**config.mk**
```make
export PLATFORM = sky130hd
export DESIGN_NAME = voice_scheduler
export DESIGN_NICKNAME = d
export VERILOG_FILES = /design/src/rtl/voice_scheduler.sv
export SDC_FILE = /design/constraint.sdc
export NUM_CORES = 1
export LEC_CHECK = 0
export BUFFER_PORTS_ARGS = -buffer_cell sky130_fd_sc_hd__buf_4
export CAP_MARGIN = 0
export CORE_MARGIN = 2
export CORE_UTILIZATION = 49
export CTS_CLUSTER_DIAMETER = 200
export DETAILED_ROUTE_END_ITERATION = 12
export GPL_ROUTABILITY_DRIVEN = 0
export PLACE_DENSITY = 0.66
export SYNTH_ARGS = -nofsm -noshare
export SYNTH_HDL_FRONTEND = slang
export SYNTH_SLANG_ARGS = --single-unit
```
**constraint.sdc**
```tcl
create_clock -name clk -period 13.8 [get_ports clk]
set_clock_uncertainty 0.1 [all_clocks]
set_input_delay 0.69 -clock clk [delete_from_list [all_inputs] [get_ports clk]]
set_output_delay 0.69 -clock clk [all_outputs]
set_load 0.01 [all_outputs]
```
**src/rtl/voice_scheduler.sv**
```systemverilog
// Polyphonic note scheduler: assigns validated note codes to C_VOICES timed voice slots,
// retriggering a matching slot, filling a free one, or stealing the oldest.
module voice_scheduler #(
    parameter int C_CLK_FRQ    = 100_000_000,
    parameter int C_NOTE_MS    = 500,
    parameter int C_VOICES     = 4,
    parameter int C_DATA_WIDTH = 8
) (
    input  logic                             clk,
    input  logic                             rstb,
    input  logic                             note_valid,
    input  logic                             note_err,
    input  logic [C_DATA_WIDTH-1:0]          note_code,
    output logic                             note_ready,
    output logic [C_VOICES*C_DATA_WIDTH-1:0] voice_note,
    output logic [C_VOICES-1:0]              voice_active,
    output logic                             steal_pulse,
    output logic                             drop_pulse
);

    localparam longint C_PERIOD_L = (longint'(C_CLK_FRQ) * longint'(C_NOTE_MS)) / 1000;
    localparam int     C_PERIOD   = int'(C_PERIOD_L);
    localparam int     W          = C_DATA_WIDTH;
    localparam int     TW         = $clog2(C_PERIOD + 1);
    localparam int     AW         = $clog2(C_PERIOD + C_VOICES);
    localparam int     IW         = $clog2(C_VOICES);

    typedef enum logic [1:0] {
        IDLE,
        SCAN,
        ASSIGN
    } state_t;

    state_t state, state_nxt;

    logic [W-1:0]        slot_note [C_VOICES];
    logic [TW-1:0]       slot_tmr  [C_VOICES];
    logic [C_VOICES-1:0] slot_act;

    logic [W-1:0]  code_q;
    logic [IW-1:0] scan_idx;
    logic          match_hit, free_hit, old_hit;
    logic [IW-1:0] match_idx, free_idx, old_idx;
    logic [AW-1:0] old_age;
    logic          steal_q;

    logic          accept, all_off, drop;
    logic          do_assign;
    logic [IW-1:0] tgt_idx;
    logic          tgt_steal;
    logic          cur_act;
    logic [W-1:0]  cur_note;
    logic [AW-1:0] cur_age;

    // note_ready is only ever high while the FSM sits in IDLE
    assign accept  = note_valid && !note_err && note_ready && (state == IDLE) && (note_code != '0);
    assign all_off = note_valid && !note_err && note_ready && (state == IDLE) && (note_code == '0);
    assign drop    = note_valid && (note_err || !note_ready);

    assign cur_act  = slot_act[scan_idx];
    assign cur_note = slot_note[scan_idx];
    assign cur_age  = AW'(slot_tmr[scan_idx]);

    always_comb begin
        state_nxt = state;
        do_assign = 1'b0;
        case (state)
            IDLE:    if (accept) state_nxt = SCAN;
            SCAN:    if (scan_idx == IW'(C_VOICES - 1)) state_nxt = ASSIGN;
            ASSIGN: begin
                do_assign = 1'b1;
                state_nxt = IDLE;
            end
            default: state_nxt = IDLE;
        endcase
    end

    always_comb begin
        tgt_idx   = old_idx;
        tgt_steal = 1'b1;
        if (match_hit) begin
            tgt_idx   = match_idx;
            tgt_steal = 1'b0;
        end else if (free_hit) begin
            tgt_idx   = free_idx;
            tgt_steal = 1'b0;
        end
    end

    always_ff @(posedge clk or negedge rstb) begin
        if (!rstb) state <= IDLE;
        else       state <= state_nxt;
    end

    // old_age tracks the recorded slot's timer as it would read now, so every
    // comparison is between ages sampled in the same cycle.
    always_ff @(posedge clk or negedge rstb) begin
        if (!rstb) begin
            code_q    <= '0;
            scan_idx  <= '0;
            match_hit <= 1'b0;
            free_hit  <= 1'b0;
            old_hit   <= 1'b0;
            match_idx <= '0;
            free_idx  <= '0;
            old_idx   <= '0;
            old_age   <= '0;
        end else if (accept) begin
            code_q    <= note_code;
            scan_idx  <= '0;
            match_hit <= 1'b0;
            free_hit  <= 1'b0;
            old_hit   <= 1'b0;
        end else if (state == SCAN) begin
            scan_idx <= scan_idx + 1'b1;
            if (cur_act && (cur_note == code_q) && !match_hit) begin
                match_hit <= 1'b1;
                match_idx <= scan_idx;
            end
            if (!cur_act && !free_hit) begin
                free_hit <= 1'b1;
                free_idx <= scan_idx;
            end
            if (cur_act && (!old_hit || (cur_age > old_age))) begin
                old_hit <= 1'b1;
                old_idx <= scan_idx;
                old_age <= cur_age + 1'b1;
            end else if (old_hit) begin
                old_age <= old_age + 1'b1;
            end
        end
    end

    always_ff @(posedge clk or negedge rstb) begin
        if (!rstb) begin
            slot_act <= '0;
            for (int unsigned i = 0; i < C_VOICES; i++) begin
                slot_note[i] <= '0;
                slot_tmr[i]  <= '0;
            end
        end else begin
            for (int unsigned i = 0; i < C_VOICES; i++) begin
                if (all_off) begin
                    slot_act[i]  <= 1'b0;
                    slot_note[i] <= '0;
                    slot_tmr[i]  <= '0;
                end else if (do_assign && (tgt_idx == IW'(i))) begin
                    slot_act[i]  <= 1'b1;
                    slot_note[i] <= code_q;
                    slot_tmr[i]  <= '0;
                end else if (slot_act[i]) begin
                    if (slot_tmr[i] == TW'(C_PERIOD - 1)) begin
                        slot_act[i]  <= 1'b0;
                        slot_note[i] <= '0;
                        slot_tmr[i]  <= '0;
                    end else begin
                        slot_tmr[i] <= slot_tmr[i] + 1'b1;
                    end
                end
            end
        end
    end

    // Outputs mirror the slot registers one cycle later; all-off clears them directly.
    always_ff @(posedge clk or negedge rstb) begin
        if (!rstb) begin
            voice_note   <= '0;
            voice_active <= '0;
            note_ready   <= 1'b1;
            steal_q      <= 1'b0;
            steal_pulse  <= 1'b0;
            drop_pulse   <= 1'b0;
        end else begin
            for (int unsigned i = 0; i < C_VOICES; i++) begin
                voice_note[i*W +: W] <= all_off ? '0 : slot_note[i];
            end
            voice_active <= all_off ? '0 : slot_act;
            note_ready   <= (state == IDLE) && !accept;
            steal_q      <= do_assign && tgt_steal;
            steal_pulse  <= steal_q;
            drop_pulse   <= drop;
        end
    end

endmodule

```
Word level (Yosys, flattened, before mapping):

Index checks and enable logic that the tools add are counted.

* flip-flop bits (word level): 227
* output and inout bits: 39
* logic and storage cells: 186

* bitwise gates (word level): 2
* $lt $le $gt $ge: 3
* equal/unequal tests: 13
* reductions and logical operators: 54
* muxes and demuxes: 82
* add/sub/neg operators: 7

Operators with widths (count)
* two-way mux 26 bit: 20
* two-way mux 8 bit: 22
* adder 26 x 1 -> 26 bit, second input constant: 6
* equality test 26 bit, second input constant: 4
* binary-select mux 26 bit (select 2 bit): 1
* two-way mux 1 bit: 29
* greater-than comparator 26 bit: 1
* nonzero test 3 bit: 8
* binary-select mux 8 bit (select 2 bit): 1
* logical AND 1 bit: 16
* AND reduction 2 bit: 8
* two-way mux 2 bit: 6
* AND reduction 3 bit: 4
* nonzero test 2 bit: 5
* equality test 2 bit, second input constant: 4
* equality test 8 bit: 1
* logical NOT 8 bit: 1
* nonzero test 8 bit: 1
* logical NOT 1 bit: 7
* equality test 2 x 1 -> 1 bit, second input constant: 2
* logical NOT 2 bit: 2
* two-way mux 4 bit: 1
* inequality test 2 bit, second input constant: 2
* case mux 2 bit (2 select lines): 1
* 7 further kinds: 8

Logic depth before layout (Yosys ltp):

Gate-level depths: netlist of run 1.

* depth in word-level cells: 10
* depth in mapped cells: 23
* depth with buffers taken out: 18

Worst setup path after synthesis of run 1:

OpenSTA, ideal clock, no wires.

* kind: register -> register
* start point: register scan_idx[0]
* end point: register old_age[24]
* buffers on the path: 6
* cell stages (with the launch flop): 23
* arrival time: 5.050 ns
* slack: 8.526 ns
* cell sequence: dfrtp_1 -> buf_2 -> buf_4 -> buf_4 -> buf_4 -> mux4_2 -> ha_1 -> nand4_1 -> nor4_1 -> nand2_1 -> a221oi_2 -> or2_1 -> buf_2 -> buf_2 -> nand2_1 -> o21ai_0 -> ha_1 -> nand3_1 -> nand4b_1 -> nor3_1 -> xnor2_1 -> nor3_1 -> a211o_1

* word-level cells in the longest chain between the ends: 9
* elaborated cells between the ends (all ways): 13

RTL lines
* start, declared: line 41 `logic [IW-1:0] scan_idx;`
* start signal, assigned: line 115 `scan_idx <= scan_idx + 1'b1;`
* inverter 2 -> 3 bit (implied by the code): line 62 `assign cur_age = AW'(slot_tmr[scan_idx]);`
* binary-select mux 26 bit (select 2 bit): line 62
* two-way mux 26 bit (implied by the code) (2 in a row): line 62
* greater-than comparator 26 bit: line 124 `if (cur_act && (!old_hit || (cur_age > old_age))) begin`
* logical OR 1 bit: line 124
* logical AND 1 bit: line 124
* nonzero test 2 bit (no line)
* AND reduction 3 bit (no line)
* end signal, assigned: line 127 `old_age <= cur_age + 1'b1;`
* end signal, assigned: line 129 `old_age <= old_age + 1'b1;`
* end, declared: line 44 `logic [AW-1:0] old_age;`

Several ways; a longest one is shown, not always the timed one. The select of a mux whose other input is x is not followed.
A chain may end at the register's enable or synchronous reset.

Worst setup path in the final report of run 1:

Ends and elaborated chain as after synthesis.

==> results of run 1 <==
flip-flops by register name, summed over array words and instances, names as in the netlist:
name and flops:
code_q 8, drop_pulse 1, free_hit 1, free_idx 2, match_hit 1, match_idx 2
note_ready 1, old_age 26, old_hit 1, old_idx 2, scan_idx 2, slot_act 4
slot_note 32, slot_tmr 104, state 2, steal_pulse 1, steal_q 1, voice_active 4
voice_note 32
worst paths after layout:
kind                                               from                  endpoint  slack, ns  depth (start not counted)
worst max-delay path            scan_idx[0]$_DFFE_PN0P_   old_age[24]$_DFFE_PN0P_       8.14                         16
worst min-delay path                               rstb   old_age[20]$_DFFE_PN0P_      0.006                          1
worst max register to register  scan_idx[0]$_DFFE_PN0P_   old_age[24]$_DFFE_PN0P_       8.14                         16
worst min register to register        steal_q$_DFF_PN0_     steal_pulse$_DFF_PN0_       0.25                          0
max in group asynchronous                          rstb  slot_tmr[35]$_DFFE_PN0P_      12.18                          2
min in group clk                      steal_q$_DFF_PN0_     steal_pulse$_DFF_PN0_       0.25                          0
worst register-to-register path, cell delays in order, from the launching register on:
cell,delay (ns)
dfrtp_2,0.38
buf_4,0.55
mux4_2,0.68
ha_1,0.32
nand4_1,0.19
nor4_1,0.44
nand2_1,0.12
a221oi_2,0.60
or2_1,0.30
mux2_2,0.20
ha_1,0.26
nand3_1,0.20
nand4b_1,0.41
nor3_1,0.32
xnor2_1,0.15
nor3_1,0.06
a211o_1,0.27
metal layers:
| layer | vias up | wire [um] | track usage [%] |
|---|---|---|---|
| li1 | 4564 | - | - |
| met1 | 5072 | 15700 | 40.1 |
| met2 | 407 | 14900 | 38.0 |
| met3 | 52 | 3220 | 5.93 |
| met4 | 0 | 720 | 5.78 |
| met5 | - | 0 | 0 |
through the flow:
step / total power [uW] / cells / utilization [%]
after floorplan: 1590 / 1230 / -
after global placement: 1860 / 1576 / 52.7
after detailed placement: 1880 / 1576 / 52.7
after CTS: 2610 / 1624 / 56.3
after global routing: 2760 / 1624 / 56.3
final: 2610 / 1624 / 56.3
power groups by stage:
stage,sequential [uW],clock [uW],combinational (uW)
floorplan,973,0,621
global placement,1040,0,823
detailed placement,1040,0,841
CTS,1030,731,847
global route,1060,761,942
finish,1040,719,852
layout make-up:
cell class / instances / area (um2)
Clock buffer: 42 / 781
Fill cell: 2133 / 11000
Timing Repair Buffer: 63 / 480
Multi-Input combinational cell: 908 / 6520
Inverter: 48 / 180
Sequential cell: 227 / 5680
Clock inverter: 6 / 116
Tap cell: 330 / 413
cell usage in the layout (no fill, tap or decap), types with 14 or more instances in the layout:
| cell type | count |
|---|---|
| nor2b_1 | 41 |
| a32o_1 | 32 |
| and3_1 | 29 |
| o21ai_0 | 46 |
| xnor2_1 | 47 |
| nand4_1 | 48 |
| ha_1 | 32 |
| mux4_2 | 35 |
| nor4_1 | 15 |
| a21oi_1 | 37 |
| nor2_1 | 130 |
| nand2_1 | 94 |
| mux2_2 | 14 |
| dfrtp_1 | 225 |
| clkbuf_16 | 26 |
| xor2_1 | 62 |
| nand3_1 | 44 |
| nor3_1 | 30 |
| buf_4 | 62 |
| mux2i_1 | 14 |
| inv_1 | 47 |
logic make-up after synthesis:
logic type,count (synthesis),synth area share (%)
muxes,63,8.63
buffers and inverters,95,3.10
AOI/OAI and AO/OA,200,11.2
adders and majority gates,32,3.18
xor gates and xnor gates,109,7.59
DFF,227,45.1
and+or+nand+nor,504,21.1
==> qor.csv, run 1 <==
stage,metric,value,unit
clocking,cts_buffers,26,
pwr,clock_power_share,27.5,%
yosys,avgSynthCellArea,10.2,um2
worst_setup_path,crit_type,flip-flop to flip-flop,
clocking,cts_tree,yes,
timing,hold_violations,0,
clocking,cts.sinks,227,
die,fp.dieH,164,um
clocking,cts_hold_buffers,0,
pwr,max-vdd-ir-drop,148,uV
drt,firstDrtPassIters,5,
timing,fmax,177,MHz
worst_setup_path,crit_family,simple AND/OR/NAND/NOR gates,
drt,vias_per_cell,6.22,
cells_and_area,syn2layout_area_growth,12.6,%
die,num_rows,58,
timing,finalSetupViolCount,0,
worst_setup_path,cp-end-kind,flip-flop,
pwr,p_sw_share,36.3,%
min_path,hold_path_class,input pin to asynchronous set/reset pin,
status,status,finished clean,
worst_setup_path,arrival,5.98,ns
pwr,p_sw,949,uW
yosys,synth_nets,1274,
yosys,ys.flop_type,dfrtp_1,
yosys,yosys.area.top_type,dfrtp_1,
yosys,syn_inst,1230,
worst_setup_path,crit_slowest_cell,mux4_2,
global_routing,grt_pass1_wl,54900,um
die,ios,51,
drt,route.detailed.drc,0,
drt,wl,34600,um
yosys,synth_top_area_share,44.9,%
placement,hpwlAfterDp,25100,um
drt,drt.antenna.violating_nets,0,
die,die_area,27000,um2
worst_setup_path,critical_path.max_stage_delay,0.64,ns
global_routing,track_usage,26.2,%
yosys,synthTopCellsByArea,"dfrtp_1 45%, mux4_2 6.3%, xor2_1 4.3%, nor2_1 3.9%, xnor2_1 3.3%",
drt,vias,10100,
global_routing,globalRouteOverflowTotal,0,
global_routing,antenna_found_initial,0,
timing,worst_slack,8.14,ns
pwr,internal-power,1660,uW
pwr,power_density,184,nW/um2
cells_and_area,diodes,0,
clocking,clk_pin_slew_worst_paths,0.06,ns
global_routing,grt_max_degree,83,
placement,place_ws,8.18,ns
clocking,insertion_delay,0.53,ns
placement,numPortBuffers,50,
die,core,25200,um2
timing,timing.setup.tns,0,ns
job,drv_cap,0,
pwr,pwr-share-comb,32.6,%
timing,whs,0.00597,ns
die,initial_utilization,50.0,%
timing,worst_pin_slew,1.03,ns
clocking,postCtsResizedCells,0,
timing,rsz0062_at_grt,no,
clocking,root_buffer,clkbuf_16,
timing,post-route-period-util,41.1,%
yosys,yosysWarnings,0,
die,die_x,164,um
yosys,ys_seq_area_share,45.1,%
clocking,cts_max_path_buffers,3,
yosys,ys_types,72,
drt,routedWlPerCell,21.3,um
worst_setup_path,worst-path-buf-inv,1,
yosys,synth_edf_count,0,
clocking,cts_setup_buffers,0,
drt,drt_iter0_drc,1153,
global_routing,grt_pass1_vias,9748,
timing,min_period,5.66,ns
timing,drv_slew,0,
yosys,synth_most_common_cell,dfrtp_1,
placement,dpl_cell_area,13300,um2
yosys,synth_commonest_cells,"226 x dfrtp_1, 130 x nor2_1, 94 x nand2_1, 62 x xor2_1, 48 x nand4_1",
cells_and_area,final_area,14200,um2
worst_setup_path,crit_required,14.11,ns
cells_and_area,drive_above_1_share,13.7,%
yosys,ys_ff_latch,227,
yosys,netlist_area,12600,um2
pwr,p_seq_share,39.9,%
yosys,async_flop_share,100,%
pwr,leakage,0.00617,uW
timing,slew_headroom,31.5,%
worst_setup_path,cp_max_fo,38,
worst_setup_path,crit_path_cell_trace,buf_4 > mux4_2 > ha_1 > nand4_1 > nor4_1 > nand2_1 > a221oi_2 > or2_1 > mux2_2 > ha_1 > nand3_1 > nand4b_1 > nor3_1 > xnor2_1 > nor3_1 > a211o_1,
clocking,htreeDepth,1,
cells_and_area,final_nets,1318,
worst_setup_path,crit_path_start_kind,flip-flop,
No activity file was read; power rests on OpenSTA's default activity.
==> run 2: changes to the inputs <==
- ABC_AREA: not set -> 1
- clock period: 13.8 -> 5.4 ns (I/O delays scaled with it)
==> run 2 against run 1 <==
Core utilization is 0.18 points higher. Cell area up 4.1%. Largest cell class unchanged. Synthesized cell count up 39%. Critical endpoint is now old_age[16]$_DFFE_PN0P_. Critical path type unchanged. Hold slack better by 0.084 ns. Sequential share of layout area fell by 1.6 points.
==> qor.csv, run 2 <==
stage,metric,value,unit,change
status,status,finished clean,,
pwr,p_seq_share,30.4,%,-9.5 points
pwr,power_density,585,nW/um2,+220%
drt,drt_iter0_drc,1176,,+2.0%
placement,numPortBuffers,50,,unchanged
die,die_area,28000,um2,+3.7%
cells_and_area,final_cell_mix,"303 x nand2_1, 225 x dfrtp_1, 216 x nor2_1",,
die,initial_utilization,50.0,%,about the same
global_routing,met2_usage,42.0,%,+3.9 points
timing,drv_slew,0,,unchanged
pwr,max-vdd-ir-drop,397,uV,+170%
min_path,hold_path_startpoint,note_valid,,
cells_and_area,fin_util,56.5,%,+0.18 points
drt,vias_per_cell,5.70,,-8.4%
timing,post-route-period-util,83.8,%,+43 points
yosys,synthTopCellsByArea,"dfrtp_1 43%, nand2_1 8.7%, nor2_1 6.2%, inv_1 6.1%, o21ai_0 5.2%",,
yosys,netlist_area,13100,um2,+3.7%
pwr,p_sw_share,45.3,%,+9.0 points
timing,hold_violations,0,,unchanged
timing,worst_pin_slew,0.986,ns,-0.0424 ns
global_routing,grt_pass1_wl,61500,um,+12%
die,core,26100,um2,+3.8%
worst_setup_path,crit_type,flip-flop to flip-flop,,
global_routing,use_met3,6.52,%,+0.59 points
drt,routedWlPerCell,18.0,um,-15%
yosys,synth_most_common_cell,nand2_1,,
pwr,clock_power_share,22.7,%,-4.8 points
clocking,htreeDepth,1,,unchanged
yosys,ys.flop_type,dfrtp_1,,
clocking,postCtsResizedCells,0,,unchanged
yosys,ys_seq_area_share,43.5,%,-1.6 points
global_routing,globalRouteOverflowTotal,0,,unchanged
clocking,insertion_delay,0.56,ns,+0.03 ns
pwr,pwr-share-comb,46.9,%,+14 points
clocking,cts_max_path_buffers,3,,unchanged
clocking,cts.sinks,227,,unchanged
drt,drt.antenna.violating_nets,0,,unchanged
cells_and_area,final_nets,1801,,+37%
timing,worst_slack,0.872,ns,-7.26 ns
global_routing,antenna_found_initial,0,,unchanged
worst_setup_path,arrival,4.84,ns,-1.14 ns
global_routing,busiest_layer,met2,,
placement,hpwlAfterDp,28700,um,+14%
cells_and_area,fillers,2435,,+14%
worst_setup_path,cp-end-kind,flip-flop,,
pwr,p_sw,3910,uW,+310%
worst_setup_path,critPathLaunch,scan_idx[0]$_DFFE_PN0P_,,
worst_setup_path,crit_required,5.71,ns,-8.40 ns
clocking,cts_buffers,26,,unchanged
clocking,cts_tree,yes,,
placement,dpl_cell_area,13700,um2,+3.0%
min_path,hold_path_class,input pin to flip-flop,,
yosys,yosysWarnings,0,,unchanged
yosys,ys_ff_latch,227,,unchanged
cells_and_area,drive_above_1_share,11.3,%,-2.4 points
clocking,clk_pin_slew_worst_paths,0.06,ns,about the same
global_routing,grt_pass1_vias,11500,,+18%
die,num_rows,59,,+1.7%
timing,min_period,4.53,ns,-1.14 ns
clocking,root_buffer,clkbuf_16,,
global_routing,grt_max_degree,132,,+59%
yosys,avgSynthCellArea,7.66,um2,-25%
yosys,synth_top_area_share,43.3,%,-1.6 points
yosys,synth_nets,1748,,+37%
cells_and_area,layout_commonest_cell,nand2_1,,
cells_and_area,top_register,slot_tmr,,
drt,vias,12000,,+19%
drt,route.detailed.drc,0,,unchanged
cells_and_area,syn2layout_area_growth,13.0,%,
worst_setup_path,r2r-start,scan_idx[0]$_DFFE_PN0P_,,
die,fp.dieH,167,um,+1.8%
cells_and_area,final_area,14800,um2,+4.1%
yosys,yosys.area.top_type,dfrtp_1,,
clocking,cts_setup_buffers,0,,unchanged
worst_setup_path,cp_max_fo,65,,+71%
cells_and_area,reg.largest.list,"slot_tmr: 104 flops, slot_note: 32 flops, voice_note: 32 flops",,
timing,finalSetupViolCount,0,,unchanged
yosys,ys_types,57,,-21%
pwr,leakage,0.00678,uW,+9.8%
yosys,async_flop_share,100,%,unchanged
worst_setup_path,crit_path_start_kind,flip-flop,,
die,die_x,167,um,+1.8%
job,drv_cap,0,,unchanged
cells_and_area,largest_reg_flops,104,,unchanged
yosys,syn_inst,1704,,+39%
timing,rsz0062_at_grt,no,,
timing,fmax,221,MHz,+25%
pwr,internal-power,4720,uW,+180%
placement,place_ws,0.935,ns,-7.24 ns
global_routing,track_usage,27.4,%,+1.1 points
yosys,synth_commonest_cells,"303 x nand2_1, 226 x dfrtp_1, 216 x nor2_1, 212 x inv_1, 135 x o21ai_0",,
die,ios,51,,unchanged
timing,slew_headroom,34.3,%,+2.8 points
drt,wl,38100,um,+10%
drt,firstDrtPassIters,6,,+1
global_routing,grtUsageMet1,38.5,%,-1.6 points
yosys,synth_edf_count,0,,unchanged
cells_and_area,diodes,0,,unchanged
timing,timing.setup.tns,0,ns,unchanged
[run 2: cell types whose count changed in the layout (fill, tap and decap cells not counted), sizes merged, moves of 31 or more]
cell / before / now
nand3: 44 / 100
nor2: 130 / 238
xnor2: 47 / 1
inv: 48 / 227
o21ai: 51 / 147
o22ai: 3 / 60
nand2: 94 / 331
xor2: 62 / 24
nor2b: 41 / 0
mux4: 35 / 0
nor3: 32 / 69
a21oi: 38 / 104
a32o: 32 / 1
[run 2: final timing paths]
| kind | end | slack, ns | depth (start not counted) |
|---|---|---|---|
| setup / recovery | old_age[16]$_DFFE_PN0P_ | 0.87 | 23 |
| hold / removal | state[0]$_DFFE_PN0P_ | 0.09 | 5 |
| setup reg to reg | old_age[16]$_DFFE_PN0P_ | 0.87 | 23 |
| hold reg to reg | steal_pulse$_DFF_PN0_ | 0.25 | 0 |
| max in group asynchronous | slot_tmr[50]$_DFFE_PN0P_ | 3.62 | 3 |
| min in group asynchronous | drop_pulse$_DFF_PN0_ | 0.33 | 2 |
[run 2: layout make-up]
cell class / count / area (um2) / share of cell area (%)
inverter: 227 / 855 / 5.79
timing repair buffer: 75 / 603 / 4.09
clock buffer: 28 / 658 / 4.46
sequential: 227 / 5680 / 38.5
multi-input combinational: 1200 / 6240 / 42.3
clock inverter: 20 / 299 / 2.03
tap: 335 / 419 / 2.84
[run 2: metrics by stage]
step | power, uW | hold WS [ns] | cells
finish | 8630 | 0.0901 | 2112
global route | 9260 | 0.134 | 2112
CTS | 8600 | 0.0780 | 2112
detailed placement | 6610 | 0.246 | 2051
global placement | 6510 | 0.241 | 2051
floorplan | 5520 | -0.126 | 1704
[run 2: per-layer routing]
| layer | part of all wire [%] | wire [um] | vias up |
|---|---|---|---|
| li1 | - | - | 5768 |
| met1 | 43 | 16500 | 5729 |
| met2 | 45 | 17000 | 451 |
| met3 | 8.8 | 3370 | 82 |
| met4 | 3.3 | 1240 | 0 |
| met5 | 0 | 0 | - |
[run 2: power by group through the flow]
stage / Clock (uW) / Combinational (uW) / Sequential, uW
after global routing: 2050 / 4530 / 2680
after floorplan: 0 / 2970 / 2550
after detailed placement: 0 / 3980 / 2630
after global placement: 0 / 3880 / 2630
final: 1960 / 4050 / 2620
after CTS: 1990 / 4000 / 2610
[run 2: cell families (layout without fill, tap and decap cells)]
| family | count (synthesis) | in the layout | share of synthesized area [%] |
|---|---|---|---|
| buffers and inverters | 277 | 350 | 8.70 |
| and+or+nand+nor | 802 | 802 | 28.5 |
| xor gates and xnor gates | 25 | 25 | 1.68 |
| adders and majority gates | 32 | 32 | 3.07 |
| AOI/OAI and AO/OA | 341 | 341 | 14.5 |
| DFF | 227 | 227 | 43.5 |
[run 2: worst max-delay path, stage by stage, from the launching register on]
cell,delay [ns]
dfrtp_2,0.36
buf_4,0.49
nor2_1,0.11
a21oi_1,0.30
o21ai_0,0.22
ha_1,0.33
nand2_1,0.07
nor2_2,0.12
nand4_2,0.11
nor2_1,0.12
nand2_1,0.07
nand3_2,0.06
nand2_2,0.06
nand2_4,0.23
nand2_4,0.29
o21ai_2,0.28
ha_1,0.21
nand2_1,0.12
nor2_4,0.23
nand2_4,0.10
nor2_4,0.15
nand2_1,0.06
nand3_1,0.07
o21ai_0,0.10
[run 2: what timing repair did]
item | in CTS | in global routing
setup endpoints to repair | 0 | 0
hold buffers | 13 | 0
endpoints found under the hold margin | 138 | 0
